==> src/rtl/pipeline_hazard_ctrl_pkg.sv <==
// Shared types and constants for the ID/EX pipeline hazard controller.
package pipe_ctrl_pkg;

  localparam int unsigned REG_W = 4;

  localparam logic [3:0] CMD_NOP = 4'h0;
  localparam logic [3:0] CMD_ADD = 4'h1;
  localparam logic [3:0] CMD_LDR = 4'h8;
  localparam logic [3:0] CMD_MUL = 4'hA;

  typedef enum logic [1:0] {
    ST_RUN      = 2'd0,
    ST_LD_STALL = 2'd1,
    ST_MUL_BUSY = 2'd2,
    ST_BR_FLUSH = 2'd3
  } ctrl_state_t;

endpackage

==> src/rtl/pipeline_hazard_ctrl_if.sv <==
// Decode/EXE/MEM status in, pipeline stall/flush/hold controls out.
interface pipeline_hazard_ctrl_if;
  import pipe_ctrl_pkg::*;

  logic             id_valid;
  logic [REG_W-1:0] id_src1;
  logic [REG_W-1:0] id_src2;
  logic             id_two_src;
  logic [3:0]       id_exe_cmd;
  logic [REG_W-1:0] exe_dest;
  logic             exe_wb_en;
  logic             exe_mem_r_en;
  logic [REG_W-1:0] mem_dest;
  logic             mem_wb_en;
  logic             br_taken;

  logic             pc_stall;
  logic             if_id_stall;
  logic             if_id_flush;
  logic             id_exe_flush;
  logic             exe_hold;
  logic [15:0]      stall_cnt;

  modport master (
    output id_valid, id_src1, id_src2, id_two_src, id_exe_cmd,
           exe_dest, exe_wb_en, exe_mem_r_en, mem_dest, mem_wb_en, br_taken,
    input  pc_stall, if_id_stall, if_id_flush, id_exe_flush, exe_hold, stall_cnt
  );

  modport slave (
    input  id_valid, id_src1, id_src2, id_two_src, id_exe_cmd,
           exe_dest, exe_wb_en, exe_mem_r_en, mem_dest, mem_wb_en, br_taken,
    output pc_stall, if_id_stall, if_id_flush, id_exe_flush, exe_hold, stall_cnt
  );
endinterface

==> src/rtl/pipeline_hazard_ctrl_hazard_cmp.sv <==
// RAW compare of the Decode sources against one downstream destination.
module hazard_cmp
  import pipe_ctrl_pkg::*;
(
  input  logic             valid_i,
  input  logic [REG_W-1:0] src1_i,
  input  logic [REG_W-1:0] src2_i,
  input  logic             two_src_i,
  input  logic [REG_W-1:0] dest_i,
  input  logic             en_i,
  output logic             raw_o
);
  assign raw_o = en_i & valid_i & ((src1_i == dest_i) | (two_src_i & (src2_i == dest_i)));
endmodule

==> src/rtl/pipeline_hazard_ctrl.sv <==
// Load-use / multi-cycle / branch-flush sequencer for PC, IF/ID and ID/EX.
// Define HAZ_FWD_EN when forwarding exists: only load-use then stalls.
module pipeline_hazard_ctrl
  import pipe_ctrl_pkg::*;
#(
  parameter int unsigned MUL_LAT   = 3,
  parameter int unsigned FLUSH_LEN = 1,
  parameter logic [3:0]  MUL_CMD   = CMD_MUL
) (
  input  logic                  clk,
  input  logic                  rst,
  pipeline_hazard_ctrl_if.slave bus
);
  localparam int unsigned BW = $clog2(MUL_LAT + 1);
  localparam int unsigned FW = $clog2(FLUSH_LEN + 1);

  ctrl_state_t   state_q, state_d;
  logic [BW-1:0] busy_cnt_q, busy_cnt_d;
  logic [FW-1:0] flush_cnt_q, flush_cnt_d;
  logic [15:0]   stall_cnt_q, stall_cnt_d;

  logic load_use, raw_nofwd;
  logic pc_stall, if_id_stall, if_id_flush, id_exe_flush, exe_hold;

  hazard_cmp u_cmp_load (
    .valid_i(bus.id_valid), .src1_i(bus.id_src1), .src2_i(bus.id_src2),
    .two_src_i(bus.id_two_src), .dest_i(bus.exe_dest), .en_i(bus.exe_mem_r_en),
    .raw_o(load_use)
  );

`ifdef HAZ_FWD_EN
  assign raw_nofwd = 1'b0;
`else
  logic raw_exe, raw_mem;

  hazard_cmp u_cmp_exe (
    .valid_i(bus.id_valid), .src1_i(bus.id_src1), .src2_i(bus.id_src2),
    .two_src_i(bus.id_two_src), .dest_i(bus.exe_dest), .en_i(bus.exe_wb_en),
    .raw_o(raw_exe)
  );

  hazard_cmp u_cmp_mem (
    .valid_i(bus.id_valid), .src1_i(bus.id_src1), .src2_i(bus.id_src2),
    .two_src_i(bus.id_two_src), .dest_i(bus.mem_dest), .en_i(bus.mem_wb_en),
    .raw_o(raw_mem)
  );

  assign raw_nofwd = raw_exe | raw_mem;
`endif

  always_ff @(posedge clk or posedge rst) begin
    if (rst) begin
      state_q     <= ST_RUN;
      busy_cnt_q  <= '0;
      flush_cnt_q <= '0;
      stall_cnt_q <= '0;
    end else begin
      state_q     <= state_d;
      busy_cnt_q  <= busy_cnt_d;
      flush_cnt_q <= flush_cnt_d;
      stall_cnt_q <= stall_cnt_d;
    end
  end

  always_comb begin
    state_d      = state_q;
    busy_cnt_d   = busy_cnt_q;
    flush_cnt_d  = flush_cnt_q;
    pc_stall     = 1'b0;
    if_id_stall  = 1'b0;
    if_id_flush  = 1'b0;
    id_exe_flush = 1'b0;
    exe_hold     = 1'b0;

    if (state_q == ST_MUL_BUSY) begin
      // EXE is the multiplier here, so a br_taken seen now is spurious and ignored.
      pc_stall    = 1'b1;
      if_id_stall = 1'b1;
      exe_hold    = 1'b1;
      busy_cnt_d  = busy_cnt_q - BW'(1);
      if (busy_cnt_q == BW'(1)) state_d = ST_RUN;
    end else if (bus.br_taken) begin
      if_id_flush  = 1'b1;
      id_exe_flush = 1'b1;
      if (FLUSH_LEN > 1) begin
        state_d     = ST_BR_FLUSH;
        flush_cnt_d = FW'(FLUSH_LEN - 1);
      end else begin
        state_d = ST_RUN;
      end
    end else if (state_q == ST_BR_FLUSH) begin
      if_id_flush  = 1'b1;
      id_exe_flush = 1'b1;
      flush_cnt_d  = flush_cnt_q - FW'(1);
      if (flush_cnt_q == FW'(1)) state_d = ST_RUN;
    end else if (state_q == ST_LD_STALL) begin
      state_d = ST_RUN;
    end else if (load_use) begin
      pc_stall     = 1'b1;
      if_id_stall  = 1'b1;
      id_exe_flush = 1'b1;
      state_d      = ST_LD_STALL;
    end else if (raw_nofwd) begin
      pc_stall     = 1'b1;
      if_id_stall  = 1'b1;
      id_exe_flush = 1'b1;
    end else if (bus.id_valid && (bus.id_exe_cmd == MUL_CMD)) begin
      state_d    = ST_MUL_BUSY;
      busy_cnt_d = BW'(MUL_LAT - 1);
    end

    stall_cnt_d = (pc_stall && (stall_cnt_q != '1)) ? stall_cnt_q + 16'd1 : stall_cnt_q;
  end

  assign bus.pc_stall     = pc_stall;
  assign bus.if_id_stall  = if_id_stall;
  assign bus.if_id_flush  = if_id_flush;
  assign bus.id_exe_flush = id_exe_flush;
  assign bus.exe_hold     = exe_hold;
  assign bus.stall_cnt    = stall_cnt_q;

endmodule

==> src/flat_wrapper.sv <==
// flat-port wrapper written by rule: the top's interface ports become plain ports
module pipeline_hazard_ctrl_flat import pipe_ctrl_pkg::*;
#(
  parameter int unsigned MUL_LAT   = 3,
  parameter int unsigned FLUSH_LEN = 1,
  parameter logic [3:0]  MUL_CMD   = CMD_MUL
)
  (clk, rst, bus_id_valid, bus_id_src1, bus_id_src2, bus_id_two_src, bus_id_exe_cmd, bus_exe_dest, bus_exe_wb_en, bus_exe_mem_r_en, bus_mem_dest, bus_mem_wb_en, bus_br_taken, bus_pc_stall, bus_if_id_stall, bus_if_id_flush, bus_id_exe_flush, bus_exe_hold, bus_stall_cnt);
  pipeline_hazard_ctrl_if bus_i ();
  input  logic clk;
  input  logic rst;
  input wire logic [$bits(bus_i.id_valid)-1:0] bus_id_valid;
  input wire logic [$bits(bus_i.id_src1)-1:0] bus_id_src1;
  input wire logic [$bits(bus_i.id_src2)-1:0] bus_id_src2;
  input wire logic [$bits(bus_i.id_two_src)-1:0] bus_id_two_src;
  input wire logic [$bits(bus_i.id_exe_cmd)-1:0] bus_id_exe_cmd;
  input wire logic [$bits(bus_i.exe_dest)-1:0] bus_exe_dest;
  input wire logic [$bits(bus_i.exe_wb_en)-1:0] bus_exe_wb_en;
  input wire logic [$bits(bus_i.exe_mem_r_en)-1:0] bus_exe_mem_r_en;
  input wire logic [$bits(bus_i.mem_dest)-1:0] bus_mem_dest;
  input wire logic [$bits(bus_i.mem_wb_en)-1:0] bus_mem_wb_en;
  input wire logic [$bits(bus_i.br_taken)-1:0] bus_br_taken;
  output wire logic [$bits(bus_i.pc_stall)-1:0] bus_pc_stall;
  output wire logic [$bits(bus_i.if_id_stall)-1:0] bus_if_id_stall;
  output wire logic [$bits(bus_i.if_id_flush)-1:0] bus_if_id_flush;
  output wire logic [$bits(bus_i.id_exe_flush)-1:0] bus_id_exe_flush;
  output wire logic [$bits(bus_i.exe_hold)-1:0] bus_exe_hold;
  output wire logic [$bits(bus_i.stall_cnt)-1:0] bus_stall_cnt;
  assign bus_i.id_valid = bus_id_valid;
  assign bus_i.id_src1 = bus_id_src1;
  assign bus_i.id_src2 = bus_id_src2;
  assign bus_i.id_two_src = bus_id_two_src;
  assign bus_i.id_exe_cmd = bus_id_exe_cmd;
  assign bus_i.exe_dest = bus_exe_dest;
  assign bus_i.exe_wb_en = bus_exe_wb_en;
  assign bus_i.exe_mem_r_en = bus_exe_mem_r_en;
  assign bus_i.mem_dest = bus_mem_dest;
  assign bus_i.mem_wb_en = bus_mem_wb_en;
  assign bus_i.br_taken = bus_br_taken;
  assign bus_pc_stall = bus_i.pc_stall;
  assign bus_if_id_stall = bus_i.if_id_stall;
  assign bus_if_id_flush = bus_i.if_id_flush;
  assign bus_id_exe_flush = bus_i.id_exe_flush;
  assign bus_exe_hold = bus_i.exe_hold;
  assign bus_stall_cnt = bus_i.stall_cnt;
  pipeline_hazard_ctrl #(.MUL_LAT(MUL_LAT), .FLUSH_LEN(FLUSH_LEN), .MUL_CMD(MUL_CMD)) u_core (.clk(clk), .rst(rst), .bus(bus_i));
endmodule
==> config.mk <==
export PLATFORM = sky130hd
export DESIGN_NAME = pipeline_hazard_ctrl_flat
export DESIGN_NICKNAME = d
export VERILOG_FILES = /design/src/rtl/pipeline_hazard_ctrl_pkg.sv /design/src/rtl/pipeline_hazard_ctrl_if.sv /design/src/rtl/pipeline_hazard_ctrl_hazard_cmp.sv /design/src/rtl/pipeline_hazard_ctrl.sv /design/src/flat_wrapper.sv
export SDC_FILE = /design/constraint.sdc
export NUM_CORES = 1
export LEC_CHECK = 0
export CAP_MARGIN = 15
export CORE_ASPECT_RATIO = 1.4
export CORE_UTILIZATION = 47
export CTS_CLUSTER_DIAMETER = 120
export CTS_CLUSTER_SIZE = 20
export DETAILED_ROUTE_END_ITERATION = 8
export PLACE_DENSITY_LB_ADDON = 0.12
export SYNTH_ARGS = -nofsm -noshare
export SYNTH_HDL_FRONTEND = slang
export SYNTH_SLANG_ARGS = --single-unit
==> constraint.sdc <==
create_clock -name clk -period 5 [get_ports clk]
set_input_delay 0.75 -clock clk [delete_from_list [all_inputs] [get_ports clk]]
set_output_delay 0.75 -clock clk [all_outputs]
set_load 0.005 [all_outputs]
-- After elaboration in Yosys (flattened, before gate mapping)
Cells that the tools add are included.
- $add $sub $neg: 3
- multipliers: 0
- div/mod/pow operators: 0
- $lt $le $gt $ge: 0
- equality and inequality tests: 18
- shift operators: 0
- muxes and demuxes: 27
- bitwise gates (word level): 13
- reductions and logical operators: 7
- operators with widths (kind ; number):
    2-bit two-way mux ; 14
    16-bit by 1-bit adder with 16-bit output (second input constant) ; 1
    4-bit equality test ; 4
    16-bit != test (second input constant) ; 1
    1-bit two-way mux ; 13
    1-bit AND ; 8
    2-bit by 1-bit != test with 1-bit output (second input constant) ; 3
    2-bit != test (second input constant) ; 3
    6-bit by 5-bit != test with 1-bit output (second input constant) ; 1
    6-bit AND reduction ; 1
    6-bit nonzero test ; 1
    2-bit by 1-bit equality test with 1-bit output (second input constant) ; 2
    2-bit equality test (second input constant) ; 2
    4-bit equality test (second input constant) ; 1
    4-bit by 2-bit != test with 1-bit output (second input constant) ; 1
    4-bit AND reduction ; 1
    1-bit bitwise OR ; 3
    3-bit AND reduction ; 1
    1-bit logical AND ; 2
    1-bit inverter ; 2
    2-bit nonzero test ; 1
    2-bit by 1-bit subtractor with 2-bit output (second input constant) ; 1
    1-bit subtractor (second input constant) ; 1
- register bits after elaboration: 21
- bits in latches: 0
- memory bits (writable): 0
- ROM bits: 0
- input bits: 28
- memories: 0

-- Depth between registers and ports, before layout
- depth after elaboration: 12
- mapped depth: 9
- depth with buffers taken out: 8

-- Cells and area by module
Synthesis repeated with hierarchy kept, for this count alone.
- cells, all modules: 155
- area total of the unflattened synthesis: 1472.7 sq um
- by module, submodules not included (module ; times used ; cells each ; area each (sq um) ; sequential area each (sq um)):
    pipeline_hazard_ctrl ; 1 ; 119 ; 1161.1 ; 525.5
    hazard_cmp ; 3 ; 12 ; 103.8 ; 0.0

-- Worst setup path after synthesis
Ideal clock, no wire load.
- path kind: in2out
- from: input bus_exe_dest[2]
- to: output bus_pc_stall
- data arrival time: 1.952 ns
- data required time: 4.250 ns
- slack: 2.298 ns
- stages: 5
- buffers on the path: 1
- path through: xor2_1 o41ai_4 a211oi_2 o31ai_2 buf_4
- cells in the longest elaborated chain, start to end: 11
- RTL lines (what ; RTL line ; RTL):
    start: declaration ; flat_wrapper.sv:17 ; input wire logic [$bits(bus_i.exe_dest)-1:0] bus_exe_dest;
    4-bit equality test ; pipeline_hazard_ctrl_hazard_cmp.sv:13 ; assign raw_o = en_i & valid_i & ((src1_i == dest_i) | (two_src_i & (src2_i == dest_i)));
    1-bit AND ; pipeline_hazard_ctrl_hazard_cmp.sv:13 ;
    1-bit bitwise OR * ; pipeline_hazard_ctrl_hazard_cmp.sv:13 ;
    1-bit AND ; pipeline_hazard_ctrl_hazard_cmp.sv:13 ;
    1-bit bitwise OR ; pipeline_hazard_ctrl.sv:48 ; assign raw_nofwd = raw_exe | raw_mem;
    1-bit two-way mux ; - ;
    1-bit two-way mux * (5 in series) ; - ;
    end: declaration ; flat_wrapper.sv:23 ; output wire logic [$bits(bus_i.pc_stall)-1:0] bus_pc_stall;
Mark *: on every way between the ends. The rest lies on a longest branch, timed or not.

-- Final worst setup path
- from: input bus_mem_dest[2]
- to: output bus_pc_stall
- cells in the longest elaborated chain, start to end: 11
- RTL lines (what ; RTL line ; RTL):
    start: declaration ; flat_wrapper.sv:20 ; input wire logic [$bits(bus_i.mem_dest)-1:0] bus_mem_dest;
    4-bit equality test ; pipeline_hazard_ctrl_hazard_cmp.sv:13 ;
    1-bit AND ; pipeline_hazard_ctrl_hazard_cmp.sv:13 ;
    1-bit bitwise OR * ; pipeline_hazard_ctrl_hazard_cmp.sv:13 ;
    1-bit AND * ; pipeline_hazard_ctrl_hazard_cmp.sv:13 ;
    1-bit bitwise OR * ; pipeline_hazard_ctrl.sv:48 ;
    1-bit two-way mux * ; pipeline_hazard_ctrl.sv:103 ; end else if (raw_nofwd) begin
    1-bit two-way mux * ; pipeline_hazard_ctrl.sv:98 ; end else if (load_use) begin
    1-bit two-way mux * ; pipeline_hazard_ctrl.sv:96 ; end else if (state_q == ST_LD_STALL) begin
    1-bit two-way mux * ; pipeline_hazard_ctrl.sv:91 ; end else if (state_q == ST_BR_FLUSH) begin
    1-bit two-way mux * ; pipeline_hazard_ctrl.sv:82 ; end else if (bus.br_taken) begin
    1-bit two-way mux * ; pipeline_hazard_ctrl.sv:75 ; if (state_q == ST_MUL_BUSY) begin
Marked as above.

==> out/metrics.yaml <==
fin_setup_tns_ps: 0
place_inst: 213
worst_slew_pin_slew_ps: 778.7
ys_seq_area_share_pct: 40.19
grt_max_degree: 22
hpwlAfterDp_um: 2279
drive_above_1_share_pct: 4.972
mostFrequentLayoutCells: "clkdlybuf4s50_1, dfrtp_1, xnor2_1"
async_flop_share_pct: 100.0
setup_viol: 0
p_leak_nw: 0.7761
grt_usage_pct: 20.99
post_cts_buffers: 0
ys_types: 37
first_pass_iters: 6
synth_edf_count: 0
nNetsFinal: 212
setup_slack_ps: 1251
antenna_left: 0
peakVddDrop_mv: 0.2010
wl_per_cell_um: 12.82
clk_pin_slew_ps: 110
multi_input_area_um2: 725.7
regArea_um2: 525.5
io_pins: 49
power_density_nw_per_um2: 261.9
seq_power_share_pct: 47.3
p_sw_share_pct: 31.11
fp.coreArea_um2: 2643
cp.required_ps: 4250
dr.first_iter.drc_count: 34
finClkSkew_ps: 0.9732
internal-power_uw: 331.3
fp.dieW_um: 46.58
ctsResizeCount: 0
relSlewSlack_pct: 48.03
path_class: "in -> out"
grt_pass1_wl_um: 4685
arrival_ps: 3000
finalMaxSlewViolations: 0
ctsHtreeMaxLevel: 1
die_y_um: 64.41
clockPowerShare_pct: 16.6
place_area_um2: 1810
grt_setup_unrepaired: "false"
post-place-ws_ps: 1298
power_uw: 481.0
cts_max_path_buffers: 2
postSynthCellCount: 132
worstPathMaxFanout: 3
antenna_found_initial: 0
final_common_cell: "clkdlybuf4s50_1"
antenna_cells: 0
via_per_inst: 5.369
maxCapViolations: 0
min_period_ps: 3749
cts_root_buf: "clkbuf_4"
rows: 22
setup.worst_path.end_class: "primary output"
timing.fmax_mhz: 266.7
gp_congestion: 0.8235
fin_util_pct: 69.51
stdcell_area_um2: 1837
area_growth_pct: 40.48
hold_slack_ps: 496.8
pwr-share-comb_pct: 36.1
hold_viol_final: 0
syn_nets: 162
fillers: 219
syn_area_um2: 1308
run_status: "complete, no violations"
postCtsHoldBufs: 0
cts_buffers: 3
synth_seq_cells: 21
die_area_um2: 3000
cts_tree: "yes"
wl_um: 2782
synthFlopType: "dfrtp_1"
clk_latency_ps: 290
min_period_over_period_pct: 74.98
dr_total_vias: 1165
grt_pass1_vias: 1116
instances_no_fill: 217
overflow: 0
drc: 0
start_kind: "input pin"
cts.sinks: 21
syn_avg_cell_area_um2: 9.905
switching_power_uw: 149.6
yosysWarnings: 0
min_path_type: "reg -> reg"
initial_utilization_pct: 49.48
port_buffers: 48
## logic make-up (layout without fill, tap and decap cells)
group                      Yosys count  count (layout)  share of synthesized area [%]
adders and majority gates            2               2                          1.914
buffers and inverters               12              61                          4.306
DFF                                 21              21                          40.19
xor gates and xnor gates            28              28                          18.76
AOI/OAI and AO/OA                   16              16                          11.87
muxes                                3               3                          2.392
and+or+nand+nor                     50              50                          20.58
## power groups by stage
stage	Combinational [mW]	Sequential [mW]	Clock, mW
5_1_grt	0.191	0.232	0.0890
3_5_place_dp	0.174	0.231	0
6_report	0.174	0.228	0.0798
3_3_place_gp	0.169	0.229	0
4_1_cts	0.175	0.228	0.0831
2_1_floorplan	0.0896	0.228	0
## worst paths after layout
kind / startpoint / to / slack (ps) / cells past startpoint
worst min-delay path: u_core.busy_cnt_q[0]$_DFFE_PP0P_ / u_core.busy_cnt_q[0]$_DFFE_PP0P_ / 500 / 1
min in group asynchronous: rst / u_core.bus.stall_cnt[2]$_DFFE_PP0P_ / 900 / 2
worst min register to register: u_core.busy_cnt_q[0]$_DFFE_PP0P_ / u_core.busy_cnt_q[0]$_DFFE_PP0P_ / 500 / 1
worst max register to register: u_core.bus.stall_cnt[0]$_DFFE_PP0P_ / u_core.bus.stall_cnt[1]$_DFFE_PP0P_ / 3050 / 7
worst max-delay path: bus_mem_dest[2] / bus_pc_stall / 1250 / 7
max in group asynchronous: rst / u_core.bus.stall_cnt[9]$_DFFE_PP0P_ / 3620 / 2
## metal layers
layer / global-route usage, % / part of all wire [%] / up-vias / routed length [µm]
met5: 0 / 0 / - / 0
met4: 7.721 / 1.3 / 0 / 36
met1: 24.33 / 39 / 555 / 1098
met2: 36.46 / 54 / 41 / 1505
met3: 3.390 / 5.1 / 4 / 143
li1: - / - / 565 / -
## area by class of cell
cell class	instances	share of cell area, %
clock buffers	4	1.431
inverters	9	1.839
multi-input cells	99	39.51
flip-flops and latches	21	28.61
well taps	36	2.452
repair buffers	48	26.16
## cell usage after synthesis (2+ instances only)
library cell,number,area share [%]
dfrtp_1,21,40
xnor2_1,20,13
nand2_1,12,3.4
nand4_1,12,5.7
inv_1,9,2.6
nor2_1,9,2.6
xor2_1,8,5.4
nand3_1,4,1.5
and3_1,3,1.4
a21oi_1,2,0.77
and4_1,2,1.3
ha_1,2,1.9
mux2i_1,2,1.5
nand2b_1,2,0.96
o21ai_0,2,0.77
## sequential cells by signal, summed over array words and instances, names as in the netlist
register,count
u_core.bus.stall_cnt,16
u_core.busy_cnt_q,2
u_core.flush_cnt_q,1
u_core.state_q,2
## worst max-delay path, cell delays in order
cell and delay, ps:
clkdlybuf4s50_1 540, xnor2_1 130, nand2_1 70, nor4_1 410, a211oi_2 140, o31ai_2 380
clkdlybuf4s50_1 570
No activity file was read; power rests on OpenSTA's default activity.
